## src/rtl/tnn_feature_packer.sv

```systemverilog
// -----------------------------------------------------------------------------
// tnn_feature_packer
//
// Streaming front end for the 2-bit-input TNN classifier cores. Raw feature
// samples arrive one per beat, are quantized to 2 bits against per-feature
// programmable thresholds, and are packed N_FEAT at a time into one vector that
// is handed to the classifier over a valid/ready interface.
//
// Parameters
//   IN_W    raw feature width (unsigned)
//   N_FEAT  features per frame (1..8); feature k lands in m_data[2k+1:2k]
//
// Ports
//   clk, rst        clock, synchronous active-high reset
//   s_valid/s_ready raw beat handshake
//   s_data          raw feature value
//   s_last          marks the final feature of a frame
//   m_valid/m_ready packed vector handshake
//   m_data          packed quantized vector
//   cfg_we          threshold write strobe
//   cfg_feat        feature index for the write
//   cfg_sel         threshold index 0..2 (3 is ignored)
//   cfg_thr         threshold value
//   err             one-cycle framing-error pulse
//   stat_frames     frames delivered (saturating)
//   stat_errs       frames dropped (saturating)
//
// Build option
//   TNN_PACKER_STATS_EN  when defined, stat_frames/stat_errs are live counters;
//                        otherwise they are tied to zero and no logic is built.
// -----------------------------------------------------------------------------
module tnn_feature_packer #(
  parameter int IN_W   = 8,
  parameter int N_FEAT = 5
) (
  input  logic                  clk,
  input  logic                  rst,
  input  logic                  s_valid,
  output logic                  s_ready,
  input  logic [IN_W-1:0]       s_data,
  input  logic                  s_last,
  output logic                  m_valid,
  input  logic                  m_ready,
  output logic [2*N_FEAT-1:0]   m_data,
  input  logic                  cfg_we,
  input  logic [2:0]            cfg_feat,
  input  logic [1:0]            cfg_sel,
  input  logic [IN_W-1:0]       cfg_thr,
  output logic                  err,
  output logic [15:0]           stat_frames,
  output logic [15:0]           stat_errs
);

  localparam logic [2:0]      LAST_SLOT = 3'(N_FEAT - 1);
  localparam logic [IN_W-1:0] T0_RST    = IN_W'(1) << (IN_W - 2);
  localparam logic [IN_W-1:0] T1_RST    = IN_W'(1) << (IN_W - 1);
  localparam logic [IN_W-1:0] T2_RST    = T0_RST | T1_RST;

  // Threshold table: thr[feature][index]
  logic [IN_W-1:0]     thr [N_FEAT][3];

  logic [2:0]          cnt;
  logic [2*N_FEAT-1:0] acc;
  logic [2*N_FEAT-1:0] merged;

  logic [IN_W-1:0]     t0, t1, t2;
  logic [1:0]          q;

  logic                accept;
  logic                at_last;
  logic                close_frame;
  logic                frame_err;

  // ---------------------------------------------------------------------------
  // Handshake / framing decode
  // ---------------------------------------------------------------------------
  assign at_last = (cnt == LAST_SLOT);

  // Only the closing beat needs the output register, so only it stalls.
  assign s_ready     = !(at_last && m_valid && !m_ready);
  assign accept      = s_valid && s_ready;
  assign close_frame = accept && at_last && s_last;
  assign frame_err   = accept && (s_last != at_last);

  // ---------------------------------------------------------------------------
  // Quantizer: thresholds of the current slot, sum of three compares
  // ---------------------------------------------------------------------------
  always_comb begin
    t0 = '0;
    t1 = '0;
    t2 = '0;
    for (int unsigned k = 0; k < N_FEAT; k++) begin
      if (cnt == 3'(k)) begin
        t0 = thr[k][0];
        t1 = thr[k][1];
        t2 = thr[k][2];
      end
    end
  end

  // Non-monotonic thresholds are allowed; the plain sum is still the code.
  assign q = {1'b0, (s_data >= t0)} + {1'b0, (s_data >= t1)} + {1'b0, (s_data >= t2)};

  // Accumulator with the current beat merged into slot cnt
  always_comb begin
    merged = acc;
    for (int unsigned k = 0; k < N_FEAT; k++) begin
      if (cnt == 3'(k)) begin
        merged[2*k +: 2] = q;
      end
    end
  end

  // ---------------------------------------------------------------------------
  // Threshold table
  // ---------------------------------------------------------------------------
  // Out-of-range feature indices and cfg_sel==3 match no entry and are dropped.
  always_ff @(posedge clk) begin
    if (rst) begin
      for (int unsigned k = 0; k < N_FEAT; k++) begin
        thr[k][0] <= T0_RST;
        thr[k][1] <= T1_RST;
        thr[k][2] <= T2_RST;
      end
    end else if (cfg_we) begin
      for (int unsigned k = 0; k < N_FEAT; k++) begin
        for (int unsigned s = 0; s < 3; s++) begin
          if (cfg_feat == 3'(k) && cfg_sel == 2'(s)) begin
            thr[k][s] <= cfg_thr;
          end
        end
      end
    end
  end

  // ---------------------------------------------------------------------------
  // Collection side: slot counter and accumulator
  // ---------------------------------------------------------------------------
  always_ff @(posedge clk) begin
    if (rst) begin
      cnt <= '0;
      acc <= '0;
      err <= 1'b0;
    end else begin
      err <= 1'b0;
      if (accept) begin
        if (frame_err) begin
          cnt <= '0;
          acc <= '0;
          err <= 1'b1;
        end else if (close_frame) begin
          cnt <= '0;
          acc <= '0;
        end else begin
          cnt <= cnt + 3'd1;
          acc <= merged;
        end
      end
    end
  end

  // ---------------------------------------------------------------------------
  // Output register (second buffer)
  // ---------------------------------------------------------------------------
  // close_frame can only occur when the register is empty or being drained in
  // the same cycle (s_ready guarantees it), so loading takes priority.
  always_ff @(posedge clk) begin
    if (rst) begin
      m_valid <= 1'b0;
      m_data  <= '0;
    end else if (close_frame) begin
      m_valid <= 1'b1;
      m_data  <= merged;
    end else if (m_valid && m_ready) begin
      m_valid <= 1'b0;
    end
  end

  // ---------------------------------------------------------------------------
  // Statistics
  // ---------------------------------------------------------------------------
`ifdef TNN_PACKER_STATS_EN
  always_ff @(posedge clk) begin
    if (rst) begin
      stat_frames <= '0;
      stat_errs   <= '0;
    end else begin
      if (m_valid && m_ready && stat_frames != '1) begin
        stat_frames <= stat_frames + 16'd1;
      end
      if (err && stat_errs != '1) begin
        stat_errs <= stat_errs + 16'd1;
      end
    end
  end
`else
  assign stat_frames = '0;
  assign stat_errs   = '0;
`endif

endmodule

```

## config.mk

```make
export PLATFORM = sky130hd
export DESIGN_NAME = tnn_feature_packer
export DESIGN_NICKNAME = d
export VERILOG_FILES = /design/src/rtl/tnn_feature_packer.sv
export SDC_FILE = /design/constraint.sdc
export NUM_CORES = 1
export LEC_CHECK = 0
export ABC_AREA = 1
export CORE_ASPECT_RATIO = 1.5
export CORE_MARGIN = 1
export CORE_UTILIZATION = 50
export DETAILED_ROUTE_END_ITERATION = 6
export HOLD_SLACK_MARGIN = 0.06
export PLACE_DENSITY = 0.8
export SLEW_MARGIN = 40
export SYNTH_ARGS = -nofsm -noshare
export SYNTH_HDL_FRONTEND = slang
export SYNTH_SLANG_ARGS = --single-unit
```

## constraint.sdc

```tcl
create_clock -name clk -period 3.3 [get_ports clk]
set_input_delay 0.33 -clock clk [delete_from_list [all_inputs] [get_ports clk]]
set_output_delay 0.33 -clock clk [all_outputs]
set_load 0.05 [all_outputs]
```

==> Word-level counts from Yosys, hierarchy flattened <==
Memories as Yosys holds them, arrays and structs flattened.
Index checks and enable logic that the tools add are counted.
{ "op_classes": {"n_mux": 104, "addsub": 3, "magnitude_cmp": 3, "n_reduce_logical": 29, "n_eq_ne": 11, "bitwise_logic": 16} }
{ "ops": {"columns": ["cell", "n"], "rows": [
  ["2-to-1 mux 8 bit", 30],
  ["2-to-1 mux 1 bit", 65],
  ["greater-or-equal comparator 8 bit", 3],
  ["logical AND 1 bit", 22],
  ["2-to-1 mux 10 bit", 2],
  ["bitwise OR 1 bit", 15],
  ["== test 3 x 2 -> 1 bit, second input constant", 4],
  ["2-to-1 mux 2 bit", 5],
  ["== test 3 x 1 -> 1 bit, second input constant", 2],
  ["== test 3 bit, second input constant", 2],
  ["zero test 3 bit", 2],
  ["2-to-1 mux 3 bit", 2],
  ["adder 3 x 1 -> 3 bit, second input constant", 1],
  ["adder 1 x 1 -> 2 bit", 1],
  ["adder 2 x 1 -> 2 bit", 1],
  ["== test 2 x 1 -> 1 bit, second input constant", 1],
  ["== test 2 bit, second input constant", 1],
  ["zero test 1 bit", 2],
  ["zero test 2 bit", 1],
  ["nonzero test 2 bit", 1],
  ["OR reduction 2 bit", 1],
  ["inequality test 1 bit", 1],
  ["inverter 1 bit", 1]
]} }
{ "totals": {"word_cells": 172, "register_bits": 25, "ramBits": 120, "input_bits": 27, "mem_count": 1, "out_inout_bits": 45} }
{ "memory_table": {"columns": ["name", "words", "width", "read_ports", "rd_ports_with_merged_regs", "write_ports", "line", "source"], "rows": [
  ["thr", 5, 24, 5, 0, 5, "60", "logic [IN_W-1:0] thr [N_FEAT][3];"]
]} }

==> Depth between registers and ports, before layout <==
{ "depth": {"ltp_word": 12, "depth_mapped": 25, "depth_no_buf": 24} }

==> Least setup slack after synthesis <==
Ideal clock, no wire load.
{ "synth_path": {"kind": "register to register", "from": "register cnt[0]", "to": "register acc[6]", "n_path_buf": 1, "synth_period_minus_slack_ps": 3120, "required_ps": 3230, "setup_time_ps": 70, "stages_incl_launch_ff": 22, "path_slack_ps": 180, "arrival_time_ps": 3050, "path_cell_list": "dfxtp_1 -> inv_1 -> ha_1 -> inv_1 -> nor2_1 -> clkbuf_1 -> nand2_1 -> nand3_1 -> nand2_1 -> nand2_1 -> nand2_1 -> ha_1 -> a21oi_1 -> o21a_1 -> nand2_1 -> nor2_1 -> fa_1 -> nand2_1 -> o21ai_0 -> nor2_1 -> nand2_1 -> a21oi_1"} }
{ "synth_between": {"elab_chain_cells": 12, "word_cells_on_any_way": 36, "classes_between": "add/sub (2); order compare (3); eq/ne (5); mux (18); reduce/logical (8)"} }
{ "synth_lines": {"columns": ["element", "line", "source"], "rows": [
  ["start: declaration", "62", "logic [2:0] cnt;"],
  ["start signal: assignment", "155", "cnt <= cnt + 3'd1;"],
  ["zero test 3 bit", "93", "if (cnt == 3'(k)) begin"],
  ["2-to-1 mux 8 bit (5 in series)", "93", null],
  ["greater-or-equal comparator 8 bit", "102", "assign q = {1'b0, (s_data >= t0)} + {1'b0, (s_data >= t1)} + {1'b0, (s_data >= t2)};"],
  ["adder 1 x 1 -> 2 bit", "102", null],
  ["adder 2 x 1 -> 2 bit", "102", null],
  ["2-to-1 mux 2 bit", "108", "if (cnt == 3'(k)) begin"],
  ["2-to-1 mux 10 bit", "151", "end else if (close_frame) begin"],
  ["2-to-1 mux 10 bit", "147", "if (frame_err) begin"],
  ["end signal: assignment", "156", "acc <= merged;"],
  ["end: declaration", "63", "logic [2*N_FEAT-1:0] acc;"]
]} }
Several ways; a longest one is shown, not always the timed one.
A chain may end at the register's enable or synchronous reset.

==> Final worst setup path <==
{ "layout_path": {"from": "register cnt[1]", "to": "register acc[6]"} }
The elaborated chain is that of the path after synthesis.

==> metrics.md <==
| Metric | Value |
|---|---|
| Power Density | `508 nW/µm²` |
| Clk root buf | `clkbuf_16` |
| Num CTS Buffers | `17` |
| Post-Syn Area per Cell | `about 8.1 µm²` |
| Combinational share of power | `17.9%` |
| H-tree depth | `4` |
| Relative slew margins | `43.2%` |
| Max clock buf depth | `2` |
| Post-Syn Area | `7980 µm²` |
| Drt via density | `5.51` |
| Pint | `roughly 3.6 mW` |
| Lkg Pwr | `4.24 nW` |
| Worst-path clk slew | `0.06 ns` |
| Most frequent cells in the layout | `nand2_1, nor2_1, inv_1` |
| Post-route minimum period | `~3.4 ns` |
| Fraction of layout cells with a size suffix above 1 | `between 15 and 20%` |
| Critical Path Max Stage Delay | `0.52 ns` |
| Sequential area share after synthesis | `slightly above 50%` |
| First-pass GRT wire length | `31100 µm` |
| Cell mode on critical path | `nand2_1` |
| Reg2reg setup slack | `-0.11 ns` |
| Vias | `6907` |
| Setup total negative slack | `-0.161 ns` |
| Period Utilization, post-route | `103%` |
| Worst EP required | `3.67 ns` |
| Unrepaired setup endpoints after global routing | `yes` |
| Crit path max-delay family | `simple AND/OR/NAND/NOR gates` |
| DR WL/cell | `roughly 18 µm` |
| Horiz. Die Dim | `105 µm` |
| Starting Density | `~51%` |
| Antenna cell count | `0` |
| P_sw | `1.41 mW` |
| Cell variety after synth | `23` |
| Sequential power share | `42.3%` |
| Hold-fix buffer count after cts | `0` |
| Most common cell after layout, fill and taps aside | `nand2_1` |
| Die Y | `157 µm` |
| Initial antenna violation count | `0` |
| CP Max Fanout | `5` |
| Site Rows | `56` |
| F_max | `293 MHz` |
| DIE AREA | `16500 µm²` |
| Starting DRT DRC Count | `~1000` |
| Grt total ovfl | `0` |
| Post-synthesis cell count | `990` |
| Core Util, Final | `62.5%` |
| Fin. Hold Viols | `0` |
| Final slew viol count | `0` |
| Filler cell count | `1177` |
| GPL Wtd Cong | `0.891` |
| Core ar. | `between 15000 and 20000 µm²` |
| Clk Latency, worst-skew pair | `between 0.4 and 0.5 ns` |
| Worst path bufs/invs | `5` |
| Storage cell area | `4120 µm²` |
| Io pins | `72` |
| Multi-input logic area | `3440 µm²` |
| Max rail drop VDD | `383 µV` |
| IO Port Bufs | `39` |
| Startpoint Class | `flop` |
| YS warnings | `0` |
| Vias in the first global route | `6301` |
| Layout area overhead | `22.5%` |
| Tot Pwr | `roughly 5.0 mW` |
| Total clock sinks | `about 150` |
| CP endpoint kind | `flop` |
| Share of the synthesized area in the top cell type | `45.2%` |
| Net switching fraction of the power | `between 20% and 30%` |
| Slew @ Worst Pin | `~0.85 ns` |
| Placement Cell Area | `8550 µm²` |
| Final setup fails | `5` |
| Final Net Count | `1095` |
| CP max-delay cell | `fa_2` |
| Failing checks | `setup timing` |
| HP Class | `flop to flop` |
| Design Area, Final | `a little under 10000 µm²` |
| Crit Path Category | `flop to flop` |
| CTS tree | `yes` |
| Final wirelength | `22500 µm` |
| Outcome | `complete, but fails checks` |
| Final ANT Viol Nets | `0` |
| Clk pwr share | `roughly 40%` |
| Setup Skew | `0.00864 ns` |
| Total Routing Usage GR | `between 20 and 25%` |
| Largest net degree at the start of global routing | `50` |
| Drt drc | `0` |
| Final HPWL DP | `13200 µm` |
| Synth area leader | `edfxtp_1` |
| Arr. time, crit path | `~3.8 ns` |
| Synth Register Bits | `145` |
| TritonRoute pass-1 iters | `7` |
| Setup WS post-layout | `-0.115 ns` |
| Max Cap Viol | `0` |
| Place WS | `-0.0192 ns` |
| Ranking of synthesized cells by area | `edfxtp_1, nand2_1, nor2_1, dfxtp_1, inv_1` |
## per-layer routing
layer | vias up | routed length [µm] | track usage (%)
met4 | 0 | 1810 | 14.4
li1 | 3157 | - | -
met1 | 3091 | 7260 | 26.3
met3 | 154 | 2160 | 4.62
met2 | 505 | 11300 | 46.1
met5 | - | 0 | 0
## synthesized netlist by cell type, drive strengths merged
master and n:
clkbuf 27, o21a 3, edfxtp 120, nand3 55, o21ai 28, dfxtp 25, fa 1, nand4 11
nor3 11, conb 1, ha 29, buf 47, inv 132, or2 21, nor2 167, nand2 288
a21oi 24
## logic make-up (layout without fill, tap and decap cells)
group | after synthesis | in the layout | share of synthesized area [%]
buffers and inverters | 206 | 236 | 11.4
and+or+nand+nor | 553 | 553 | 28.8
AOI/OAI and AO/OA | 55 | 55 | 3.54
adders and majority gates | 30 | 30 | 4.80
DFF | 145 | 145 | 51.4
other | 1 | 32 | 0.0470
## layout make-up
type / instances / share of cell area, %
flip-flops and latches: 145 / 42.1
multi-input cells: 670 / 35.2
repair buffers: 72 / 8.83
inverters: 132 / 5.15
clock buffers: 20 / 4.47
well taps: 203 / 2.60
clock inverters: 12 / 1.63
## per-stage QoR
stage	hold WS (ns)	instances
3_3_place_gp	0.448	1209
5_1_grt	0.482	1254
4_1_cts	0.458	1242
2_1_floorplan	0.435	1021
3_5_place_dp	0.448	1209
6_report	0.458	1254
## power groups by stage
stage / sequential [mW] / combinational, mW / clock, mW
after floorplan: 2.14 / 0.502 / 0
after global placement: 2.13 / 0.680 / 0
final: 2.10 / 0.889 / 1.98
after global routing: 2.11 / 0.963 / 2.03
after CTS: 2.10 / 0.712 / 1.95
after detailed placement: 2.14 / 0.698 / 0
## repair_timing
action,4_1_cts,5_1_grt
resized for setup,10,97
setup endpoints to repair,7,18
pin swaps,2,14
setup buffers,0,7
cloned,1,6
## path summary, 6_finish.rpt
path	to	startpoint	depth (start not counted)
setup reg to reg	acc[6]	cnt[1]	25
hold reg to reg	acc[9]	acc[9]	2
setup / recovery	acc[6]	cnt[1]	25
hold / removal	acc[9]	acc[9]	2
## state kept, by name (all words and copies together) (netlist names)
signal,count
thr,120
acc,10
m_data,10
cnt,3
err,1
m_valid,1
## worst min-delay path, stage by stage (launching register included)
cell,delay (ns)
dfxtp_1,0.31
nand3_1,0.07
inv_1,0.04
Power figures use the tool's default switching activity.
